$ cat config.mk
export PLATFORM = sky130hd
export DESIGN_NAME = adder_arbiter_flat
export DESIGN_NICKNAME = d
export VERILOG_FILES = /design/src/rtl/adder_arbiter_if.sv /design/src/rtl/adder_arbiter.sv /design/src/flat_wrapper.sv
export SDC_FILE = /design/constraint.sdc
export NUM_CORES = 1
export LEC_CHECK = 0
export CELL_PAD_IN_SITES_DETAIL_PLACEMENT = 1
export CELL_PAD_IN_SITES_GLOBAL_PLACEMENT = 1
export CORE_AREA = 5 5 237 239
export CTS_CLUSTER_DIAMETER = 200
export DETAILED_ROUTE_END_ITERATION = 16
export DIE_AREA = 0 0 242 244
export GPL_TIMING_DRIVEN = 0
export PLACE_DENSITY = 0.72
export SETUP_SLACK_MARGIN = 0.05
export SYNTH_ARGS = -nofsm -noshare
export SYNTH_HDL_FRONTEND = slang
export SYNTH_SLANG_ARGS = --single-unit
$ cat constraint.sdc
create_clock -name clk -period 9.7 [get_ports clk]
set_input_delay 1.94 -clock clk [delete_from_list [all_inputs] [get_ports clk]]
set_output_delay 1.94 -clock clk [all_outputs]
set_load 0.02 [all_outputs]
$ cat src/rtl/adder_arbiter_if.sv
// Request/response bus shared by NREQ requesters and one 64-bit adder.
// The slave modport is the arbiter's view; the master modport is the view of
// whatever drives requests and consumes results.
interface adder_arbiter_if #(
  parameter int NREQ = 4,
  parameter int IDW  = $clog2(NREQ)
) ();
  logic [NREQ-1:0]    req_valid;
  logic [NREQ-1:0]    req_ready;
  logic [64*NREQ-1:0] req_a;
  logic [64*NREQ-1:0] req_b;
  logic [NREQ-1:0]    req_cin;
  logic               resp_valid;
  logic               resp_ready;
  logic [IDW-1:0]     resp_id;
  logic [63:0]        resp_sum;
  logic               resp_cout;
  logic [15:0]        op_count;

  modport slave (
    input  req_valid, req_a, req_b, req_cin, resp_ready,
    output req_ready, resp_valid, resp_id, resp_sum, resp_cout, op_count
  );

  modport master (
    output req_valid, req_a, req_b, req_cin, resp_ready,
    input  req_ready, resp_valid, resp_id, resp_sum, resp_cout, op_count
  );
endinterface

$ cat src/rtl/adder_arbiter.sv
// Round-robin arbiter sharing one 64-bit adder between NREQ requesters.
// A granted request is summed combinationally and captured into a one-deep
// result register that is held until the consumer accepts it.

module sixty_four_bit_adder (
  input  logic [63:0] i_a,
  input  logic [63:0] i_b,
  input  logic        i_c_in,
  output logic [63:0] o_sum,
  output logic        o_c_out
);
  assign {o_c_out, o_sum} = {1'b0, i_a} + {1'b0, i_b} + {64'd0, i_c_in};
endmodule

module adder_arbiter #(
  parameter int NREQ = 4,
  parameter int IDW  = $clog2(NREQ)
) (
  input logic           clk,
  input logic           rst,
  adder_arbiter_if.slave bus
);
  typedef enum logic {
    IDLE = 1'b0,
    HOLD = 1'b1
  } state_t;

  state_t          r_state;
  state_t          w_nextState;
  logic [IDW-1:0]  r_ptr;
  logic [IDW-1:0]  r_id;
  logic [63:0]     r_sum;
  logic            r_cout;
  logic [15:0]     r_count;

  logic            w_anyValid;
  logic [IDW-1:0]  w_grantIdx;
  logic [IDW-1:0]  w_nextPtr;
  logic            w_accept;
  logic [NREQ-1:0] w_reqReady;
  logic            w_xfer;
  logic [63:0]     w_a;
  logic [63:0]     w_b;
  logic            w_cin;
  logic [63:0]     w_sum;
  logic            w_cout;

  // Round-robin search: first valid requester at or after the pointer, wrapping.
  always_comb begin
    int idx;
    w_anyValid = 1'b0;
    w_grantIdx = '0;
    idx        = 0;
    for (int i = 0; i < NREQ; i++) begin
      idx = (int'(r_ptr) + i) % NREQ;
      if (!w_anyValid && bus.req_valid[idx[IDW-1:0]]) begin
        w_anyValid = 1'b1;
        w_grantIdx = idx[IDW-1:0];
      end
    end
  end

  // Operand mux feeding the single shared adder from the granted requester.
  always_comb begin
    w_a   = '0;
    w_b   = '0;
    w_cin = 1'b0;
    for (int k = 0; k < NREQ; k++) begin
      if (IDW'(k) == w_grantIdx) begin
        w_a   = bus.req_a[k*64 +: 64];
        w_b   = bus.req_b[k*64 +: 64];
        w_cin = bus.req_cin[k];
      end
    end
  end

  sixty_four_bit_adder u_adder (
    .i_a     (w_a),
    .i_b     (w_b),
    .i_c_in  (w_cin),
    .o_sum   (w_sum),
    .o_c_out (w_cout)
  );

  assign w_nextPtr = (int'(w_grantIdx) == NREQ - 1) ? '0 : w_grantIdx + IDW'(1);

  // Grant generation and next state; the result slot can take a new operation
  // when empty or when its current result is being consumed this cycle.
  always_comb begin
    w_nextState = r_state;
    w_accept    = 1'b0;
    w_reqReady  = '0;
    w_xfer      = 1'b0;
    w_accept    = !rst && ((r_state == IDLE) || bus.resp_ready);
    if (w_accept && w_anyValid) begin
      w_reqReady[w_grantIdx] = 1'b1;
      w_xfer                 = 1'b1;
    end
    case (r_state)
      IDLE:    if (w_xfer) w_nextState = HOLD;
      HOLD:    if (w_xfer) w_nextState = HOLD;
               else if (bus.resp_ready) w_nextState = IDLE;
      default: w_nextState = IDLE;
    endcase
  end

  // State register.
  always_ff @(posedge clk) begin
    if (rst) r_state <= IDLE;
    else     r_state <= w_nextState;
  end

  // Result register and pointer, loaded only on a transfer.
  always_ff @(posedge clk) begin
    if (rst) begin
      r_sum  <= '0;
      r_cout <= 1'b0;
      r_id   <= '0;
      r_ptr  <= '0;
    end else if (w_xfer) begin
      r_sum  <= w_sum;
      r_cout <= w_cout;
      r_id   <= w_grantIdx;
      r_ptr  <= w_nextPtr;
    end
  end

  // Saturating count of results handed to the consumer.
  always_ff @(posedge clk) begin
    if (rst) r_count <= '0;
    else if ((r_state == HOLD) && bus.resp_ready && (r_count != 16'hFFFF))
      r_count <= r_count + 16'd1;
  end

  assign bus.req_ready  = w_reqReady;
  assign bus.resp_valid = (r_state == HOLD);
  assign bus.resp_id    = r_id;
  assign bus.resp_sum   = r_sum;
  assign bus.resp_cout  = r_cout;
  assign bus.op_count   = r_count;
endmodule

$ cat src/flat_wrapper.sv
// flat-port wrapper written by rule: the top's interface ports become plain ports
module adder_arbiter_flat 
#(
  parameter int NREQ = 4,
  parameter int IDW  = $clog2(NREQ)
)
  (clk, rst, bus_req_valid, bus_req_a, bus_req_b, bus_req_cin, bus_resp_ready, bus_req_ready, bus_resp_valid, bus_resp_id, bus_resp_sum, bus_resp_cout, bus_op_count);
  adder_arbiter_if #(.NREQ(NREQ), .IDW(IDW)) bus_i ();
  input logic clk;
  input logic rst;
  input wire logic [$bits(bus_i.req_valid)-1:0] bus_req_valid;
  input wire logic [$bits(bus_i.req_a)-1:0] bus_req_a;
  input wire logic [$bits(bus_i.req_b)-1:0] bus_req_b;
  input wire logic [$bits(bus_i.req_cin)-1:0] bus_req_cin;
  input wire logic [$bits(bus_i.resp_ready)-1:0] bus_resp_ready;
  output wire logic [$bits(bus_i.req_ready)-1:0] bus_req_ready;
  output wire logic [$bits(bus_i.resp_valid)-1:0] bus_resp_valid;
  output wire logic [$bits(bus_i.resp_id)-1:0] bus_resp_id;
  output wire logic [$bits(bus_i.resp_sum)-1:0] bus_resp_sum;
  output wire logic [$bits(bus_i.resp_cout)-1:0] bus_resp_cout;
  output wire logic [$bits(bus_i.op_count)-1:0] bus_op_count;
  assign bus_i.req_valid = bus_req_valid;
  assign bus_i.req_a = bus_req_a;
  assign bus_i.req_b = bus_req_b;
  assign bus_i.req_cin = bus_req_cin;
  assign bus_i.resp_ready = bus_resp_ready;
  assign bus_req_ready = bus_i.req_ready;
  assign bus_resp_valid = bus_i.resp_valid;
  assign bus_resp_id = bus_i.resp_id;
  assign bus_resp_sum = bus_i.resp_sum;
  assign bus_resp_cout = bus_i.resp_cout;
  assign bus_op_count = bus_i.op_count;
  adder_arbiter #(.NREQ(NREQ), .IDW(IDW)) u_core (.clk(clk), .rst(rst), .bus(bus_i));
endmodule
======== After elaboration in Yosys (flattened, before gate mapping) ========
Index checks and enable logic that the tools add are counted.
operators by class
  add/subtract/negate cells ............... 7
  multipliers ............................. 0
  divide/modulo/power cells ............... 0
  magnitude comparators ................... 6
  equal/unequal tests ..................... 5
  shifts and indexed selects .............. 0
  muxes and demuxes ....................... 37
  bitwise operators ....................... 1
  reduce and logical (&&, ||, !) cells .... 14
operator list
  cell                                                  number
  two-way mux 64 bit                                    8
  adder 64 x 64 -> 65 bit                               1
  adder 65 x 1 -> 65 bit                                1
  two-way mux 1 bit                                     17
  adder 16 x 1 -> 16 bit (second input constant)        1
  != test 16 bit (second input constant)                1
  < comparator 2 x 3 -> 1 bit (second input constant)   5
  two-way mux 2 bit                                     5
  binary-select mux 1 bit (select 2 bit)                4
  logical AND 1 bit                                     8
  adder 2 x 1 -> 2 bit (second input constant)          2
  adder 2 bit (second input constant)                   2
  == test 2 bit (first input constant)                  2
  logical NOT 1 bit                                     4
  two-way mux 4 bit                                     1
  demux 1 bit (select 2 bit)                            1
  == test 1 x 2 -> 1 bit (first input constant)         1
  == test 2 x 1 -> 1 bit (second input constant)        1
  >= comparator 2 x 1 -> 1 bit (second input constant)  1
  logical NOT 2 bit                                     1
  one-hot mux 1 bit (2 select lines)                    1
  logical OR 1 bit                                      1
  NOT 1 bit                                             1
storage, ports and cells
  register bits ........................... 86
  bits in latches ......................... 0
  RAM bits ................................ 0
  ROM bits ................................ 0
  input port bits ......................... 523
  output and inout port bits .............. 88
  word-level logic and storage cells ...... 76
  memories kept ........................... 0

======== Longest topological paths before layout ========
  word-level depth ........................ 19
  mapped depth ............................ 26
  mapped depth without buffers ............ 25

======== Cells and area by module ========
A second synthesis with hierarchy kept.
second synthesis, totals
  cells, all modules ...................... 1,603
  area, all modules ....................... 11,013.1 µm²
modules (own cells, without submodules)
  module                instances  cells an instance  area an instance (µm²)  sequential area each (µm²)
  adder_arbiter         1          1,036              7,188.1                 1,721.7
  sixty_four_bit_adder  1          567                3,824.9                 0.0

======== Least setup slack after synthesis ========
Ideal clock, no wire load.
  path kind ............................... input to register
  from .................................... input bus_req_valid[3]
  to ...................................... register u_core.r_sum[62] (netlist: u_core.bus.resp_sum[62])
  setup time .............................. 62 ps
  data arrival time ....................... 6,385 ps
  data required time ...................... 9,638 ps
  setup slack ............................. 3,252 ps
  stages on the path ...................... 25
  buffers on the path ..................... 3
  cells stage by stage .................... inv_1 a22oi_1 o221ai_1 nor2_1 ha_1 clkbuf_1 clkbuf_1 clkbuf_1 a21oi_1 nor2_1 a21oi_1 nor2_1 a21oi_1 fa_1 fa_1 nor2b_1 o2111ai_1 a31oi_1 o211ai_1 a21oi_2 o21ai_2 a2111oi_4 nor4b_1 or4_1 nand3_1
on the way
  word-level cells in the longest chain between the ends .. 19
  elaborated cells on any way between the ends .. 42
  classes of those cells .................. add/sub (2); eq/ne (3); mux (29); reduce/logical (8)
RTL lines
  what                                     line                  RTL
  start, declared                          flat_wrapper.sv:11    input wire logic [$bits(bus_i.req_valid)-1:0] bus_req_valid;
  binary-select mux 1 bit (select 2 bit)   adder_arbiter.sv:56   if (!w_anyValid && bus.req_valid[idx[IDW-1:0]]) begin
  two-way mux 1 bit (implied by the code)  adder_arbiter.sv:56
  two-way mux 1 bit                        adder_arbiter.sv:56
  logical NOT 1 bit                        adder_arbiter.sv:56
  logical AND 1 bit                        adder_arbiter.sv:56
  two-way mux 1 bit                        adder_arbiter.sv:56
  logical NOT 1 bit                        adder_arbiter.sv:56
  logical AND 1 bit                        adder_arbiter.sv:56
  two-way mux 1 bit                        adder_arbiter.sv:56
  logical NOT 1 bit                        adder_arbiter.sv:56
  logical AND 1 bit                        adder_arbiter.sv:56
  two-way mux 2 bit *                      adder_arbiter.sv:56
  net u_core.w_grantIdx[0]                 adder_arbiter.sv:37   logic [IDW-1:0] w_grantIdx;
  logical NOT 2 bit                        adder_arbiter.sv:69   if (IDW'(k) == w_grantIdx) begin
  two-way mux 64 bit (4 in series)         adder_arbiter.sv:69
  adder 64 x 64 -> 65 bit                  adder_arbiter.sv:12   assign {o_c_out, o_sum} = {1'b0, i_a} + {1'b0, i_b} + {64'd0, i_c_in};
  adder 65 x 1 -> 65 bit *                 adder_arbiter.sv:12
  end signal, assigned                     adder_arbiter.sv:121  r_sum <= w_sum;
  end, declared                            adder_arbiter.sv:32   logic [63:0] r_sum;
Mark *: on every way through the listed nets, which the timed path passes. The rest lies on a longest branch. The select of a mux whose other input is x is not followed.
A chain may end at the register's enable or synchronous reset.

======== Final worst setup path ========
  from .................................... input bus_req_valid[0]
  to ...................................... register u_core.r_sum[56] (netlist: u_core.bus.resp_sum[56])
The elaborated chain is that of the path after synthesis.

==> reports/qor.txt <==
======================================================================================================
Status                                                                                    finished, final reports clean
Number of synthesized flops with an enable pin                                                       0
Commonest non-fill, non-tap cell in the layout                                            sky130_fd_sc_hd__clkdlybuf4s50_1
Source-to-sink clock delay at the later pin of the worst-skew pair                             0.35 ns
Horizontal die dimension                                                                        242 um
Number of buffers on the longest clock path                                                          2
Clock transition at the register clock pins on the worst setup and hold paths after CTS        0.07 ns
Number of design-rule violations left by the first detailed-router iteration                       619
Share of final-layout standard cells stronger than drive strength 1                              1.83%
Proportion of synthesized flip-flops having asynchronous set or reset                               0%
Crit. End Element                                                                             register
Number of nets in the layout                                                                     3,098
Most used cells in the layout excluding fill and tap cells                                610 x sky130_fd_sc_hd__clkdlybuf4s50_1, 325 x sky130_fd_sc_hd__a21oi_1, 320 x sky130_fd_sc_hd__nor2_1
Peak VDD IR                                                                                    68.2 uV
Timing-limited maximum frequency                                                               109 MHz
Setup WS post-layout                                                                          0.489 ns
PwrDens                                                                                    218 nW/um^2
Hold slack                                                                                    0.475 ns
Vertical die dimension                                                                          244 um
Crit path buf inv count                                                                              5
Critical Path RT                                                                               9.98 ns
Max-slew violation count                                                                             0
Setup TNS after final layout                                                                      0 ns
Slew at the pin closest to its max-slew limit                                                  1.23 ns
Final worst clock skew                                                                      0.00781 ns
Post-CTS Repair Setup Buffers                                                                        0
Clock tree from TritonCTS                                                                          yes
Effective utilization at floorplan                                                               20.7%
Average instance area after synthesis                                                       5.88 sq um
Count of unique library cells instantiated by Yosys                                                 64
Number of filler cells placed in the layout                                                      6,868
H-Tree Depth                                                                                         3
Flop and latch count out of synthesis                                                               86
First-pass iteration count of the detailed router                                                    5
Critical setup path kind                                                                  input pin to register
Shortest period the worst path allows                                                          9.21 ns
Fraction of the cycle the final worst path needs                                                 95.0%
Yosys Warn Count                                                                                     0
HPWL reported at the end of detailed placement                                               64,800 um
Die ar.                                                                                   59,000 sq um
Core Box Area                                                                             53,600 sq um
Vias post-DR                                                                                    15,800
Combined area of all synthesized cells                                                    11,100 sq um
Top post-synthesis cells by area                                                          sky130_fd_sc_hd__dfxtp_1 16%, sky130_fd_sc_hd__a21oi_1 15%, sky130_fd_sc_hd__nor2_1 11%, sky130_fd_sc_hd__nand2_1 10%, sky130_fd_sc_hd__o21ai_0 9.9%
Clock tree root driver cell                                                               sky130_fd_sc_hd__clkbuf_16
DP Area                                                                                   18,000 sq um
DR DRC count                                                                                         0
Multi-input combinational cell area                                                         8680 sq um
Category of the worst setup path launch point                                                input pin
Max-cap violations                                                                                   0
Setup-violating endpoint count in the final report                                                   0
Number of primary I/O pins                                                                         611
Pre-CTS setup slack                                                                          0.0193 ns
Proportion of synthesized chip area in sequential cells                                          15.6%
Finished Layout Cells                                                                            3,213
CTS Hold Bufs                                                                                        0
Family with the most delay on the worst path                                              buffers and inverters
Share of the synthesized area in the top cell type                                               15.6%
Commonest register cell after synthesis                                                   sky130_fd_sc_hd__dfxtp_1
Worst Hold Class                                                                          register to register
Post-synth top area cell                                                                  sky130_fd_sc_hd__dfxtp_1
Number of cells in the design after placement                                                    3,190
Static power due to leakage                                                                    7.18 nW
Setup repair after global routing missed its margin                                              false
Area of all sequential standard cells                                                       1720 sq um
Max-slew headroom                                                                                17.7%
Global-route wire length before repair                                                      108,000 um
Overall routing resource usage                                                                   23.7%
Critical path's largest stage delay                                                            0.86 ns
Max FO, Critical Path                                                                               10
Post-detailed-route via-to-cell ratio                                                             4.91
Synth-to-layout area growth                                                                      66.0%
CP cell instances                                                                         clkdlybuf4s50_1 > nor4_1 > nor2_1 > inv_1 > ha_1 > clkbuf_1 > clkbuf_1 > clkbuf_1 > a21oi_1 > nor2_1 > a21oi_1 > fa_1 > fa_1 > nor2b_1 > o2111ai_1 > a311oi_1 > o311a_1 > a41o_1 > nand3_1 > a31oi_1 > a21oi_1 > xor2_1 > o21ai_0
GR Overflow Total                                                                                    0
Detailed Route WL                                                                            74,100 um
Largest net degree at the start of global routing                                                   19
Final cell area excluding filler cells                                                    18,400 sq um
Clk sinks                                                                                           86
Worst-path cell with the longest stage delay                                              sky130_fd_sc_hd__clkbuf_1
Number of buffers added by the clock tree synthesis step                                             9
Cells after Synth                                                                                1,884
Initial antenna violation count                                                                     11
Final weighted congestion of routability-driven global placement                                 0.969
Avg WL per Cell                                                                                23.1 um
Hold Fails Final Rpt                                                                                 0
Via count of the first global-routing pass                                                      16,900
Net count after synthesis                                                                        2,477
Number of rows created at floorplan                                                                 85
Remaining antenna violation count                                                                    0
Number of I/O port buffers                                                                         610
Worst Path Arrival                                                                             9.49 ns
======================================================================================================
worst paths after layout:
check | startpoint | to | slack [ns] | cells after the start
setup / recovery | bus_req_valid[0] | u_core.bus.resp_sum[56]$_SDFFE_PP0P_ | 0.49 | 23
hold / removal | u_core.bus.resp_sum[17]$_SDFFE_PP0P_ | u_core.bus.resp_sum[17]$_SDFFE_PP0P_ | 0.47 | 2
setup reg to reg | u_core.r_ptr[1]$_SDFFE_PP0P_ | u_core.bus.resp_sum[56]$_SDFFE_PP0P_ | 2.39 | 24
hold reg to reg | u_core.bus.resp_sum[17]$_SDFFE_PP0P_ | u_core.bus.resp_sum[17]$_SDFFE_PP0P_ | 0.47 | 2
registers in the layout, summed over array words and instances (netlist names):
register / cells
u_core.bus.resp_sum: 64
u_core.bus.resp_cout: 1
u_core.bus.op_count: 16
u_core.bus.resp_valid: 1
u_core.bus.resp_id: 2
u_core.r_ptr: 2
per-layer routing:
metal,vias to the layer above,GRT usage [%],routed length [um]
li1,7802,-,-
met1,7480,29.2,31600
met2,463,43.7,37100
met3,44,4.30,4180
met4,2,4.10,1100
met5,-,0,13
layout make-up:
type	instances	share of cell area, %
diodes	7	0.0953
plain buffers	154	3.24
clock buffers	9	1.23
clock inverters	7	0.422
inverters	22	0.449
multi-input cells	1622	47.2
flip-flops and latches	86	9.37
well taps	696	4.74
repair buffers	610	33.2
repair_timing:
action,4_1_cts,5_1_grt
setup endpoints to repair,0,2
resized for setup,0,5
hold endpoints to repair,0,0
power by group:
part	switching (W)	internal (W)	leakage (nW)	total, W
Clock	0.000172	0.000182	0.144	0.000354
Sequential	0.0000606	0.000462	0.711	0.000523
Combinational	0.00195	0.00118	6.32	0.00313
Total	0.00219	0.00183	7.18	0.00401
worst min-delay path, stage by stage (launching register included):
cell and delay, ns:
sky130_fd_sc_hd__dfxtp_1 0.31, sky130_fd_sc_hd__nand3_1 0.05, sky130_fd_sc_hd__o21ai_0 0.06
synthesized netlist by cell type (25+ instances only):
master                       n
sky130_fd_sc_hd__a21oi_1   325
sky130_fd_sc_hd__nor2_1    320
sky130_fd_sc_hd__nand2_1   306
sky130_fd_sc_hd__o21ai_0   220
sky130_fd_sc_hd__clkbuf_1  139
sky130_fd_sc_hd__dfxtp_1    86
sky130_fd_sc_hd__nand3_1    86
sky130_fd_sc_hd__ha_1       68
sky130_fd_sc_hd__a21o_1     52
sky130_fd_sc_hd__xnor2_1    37
sky130_fd_sc_hd__xor2_1     34
sky130_fd_sc_hd__nand4_1    25
per-stage QoR:
stage / util [%] / power, W
final: 34.3 / 0.00401
after global routing: 34.3 / 0.00436
after CTS: 34.2 / 0.00404
after detailed placement: 33.7 / 0.00367
after global placement: 33.7 / 0.00361
after floorplan: - / 0.00239
cell families (layout without fill, tap and decap cells):
| group | count (synthesis) | after routing | share of synthesized area, % |
|---|---|---|---|
| DFF | 86 | 86 | 15.6 |
| xor gates and xnor gates | 71 | 71 | 5.62 |
| other | 0 | 7 | 0 |
| adders and majority gates | 70 | 70 | 8.05 |
| AOI/OAI and AO/OA | 677 | 677 | 34.2 |
| buffers and inverters | 176 | 802 | 6.06 |
| and+or+nand+nor | 800 | 800 | 30.1 |
| muxes | 4 | 4 | 0.362 |
No activity file was read; power rests on OpenSTA's default activity.
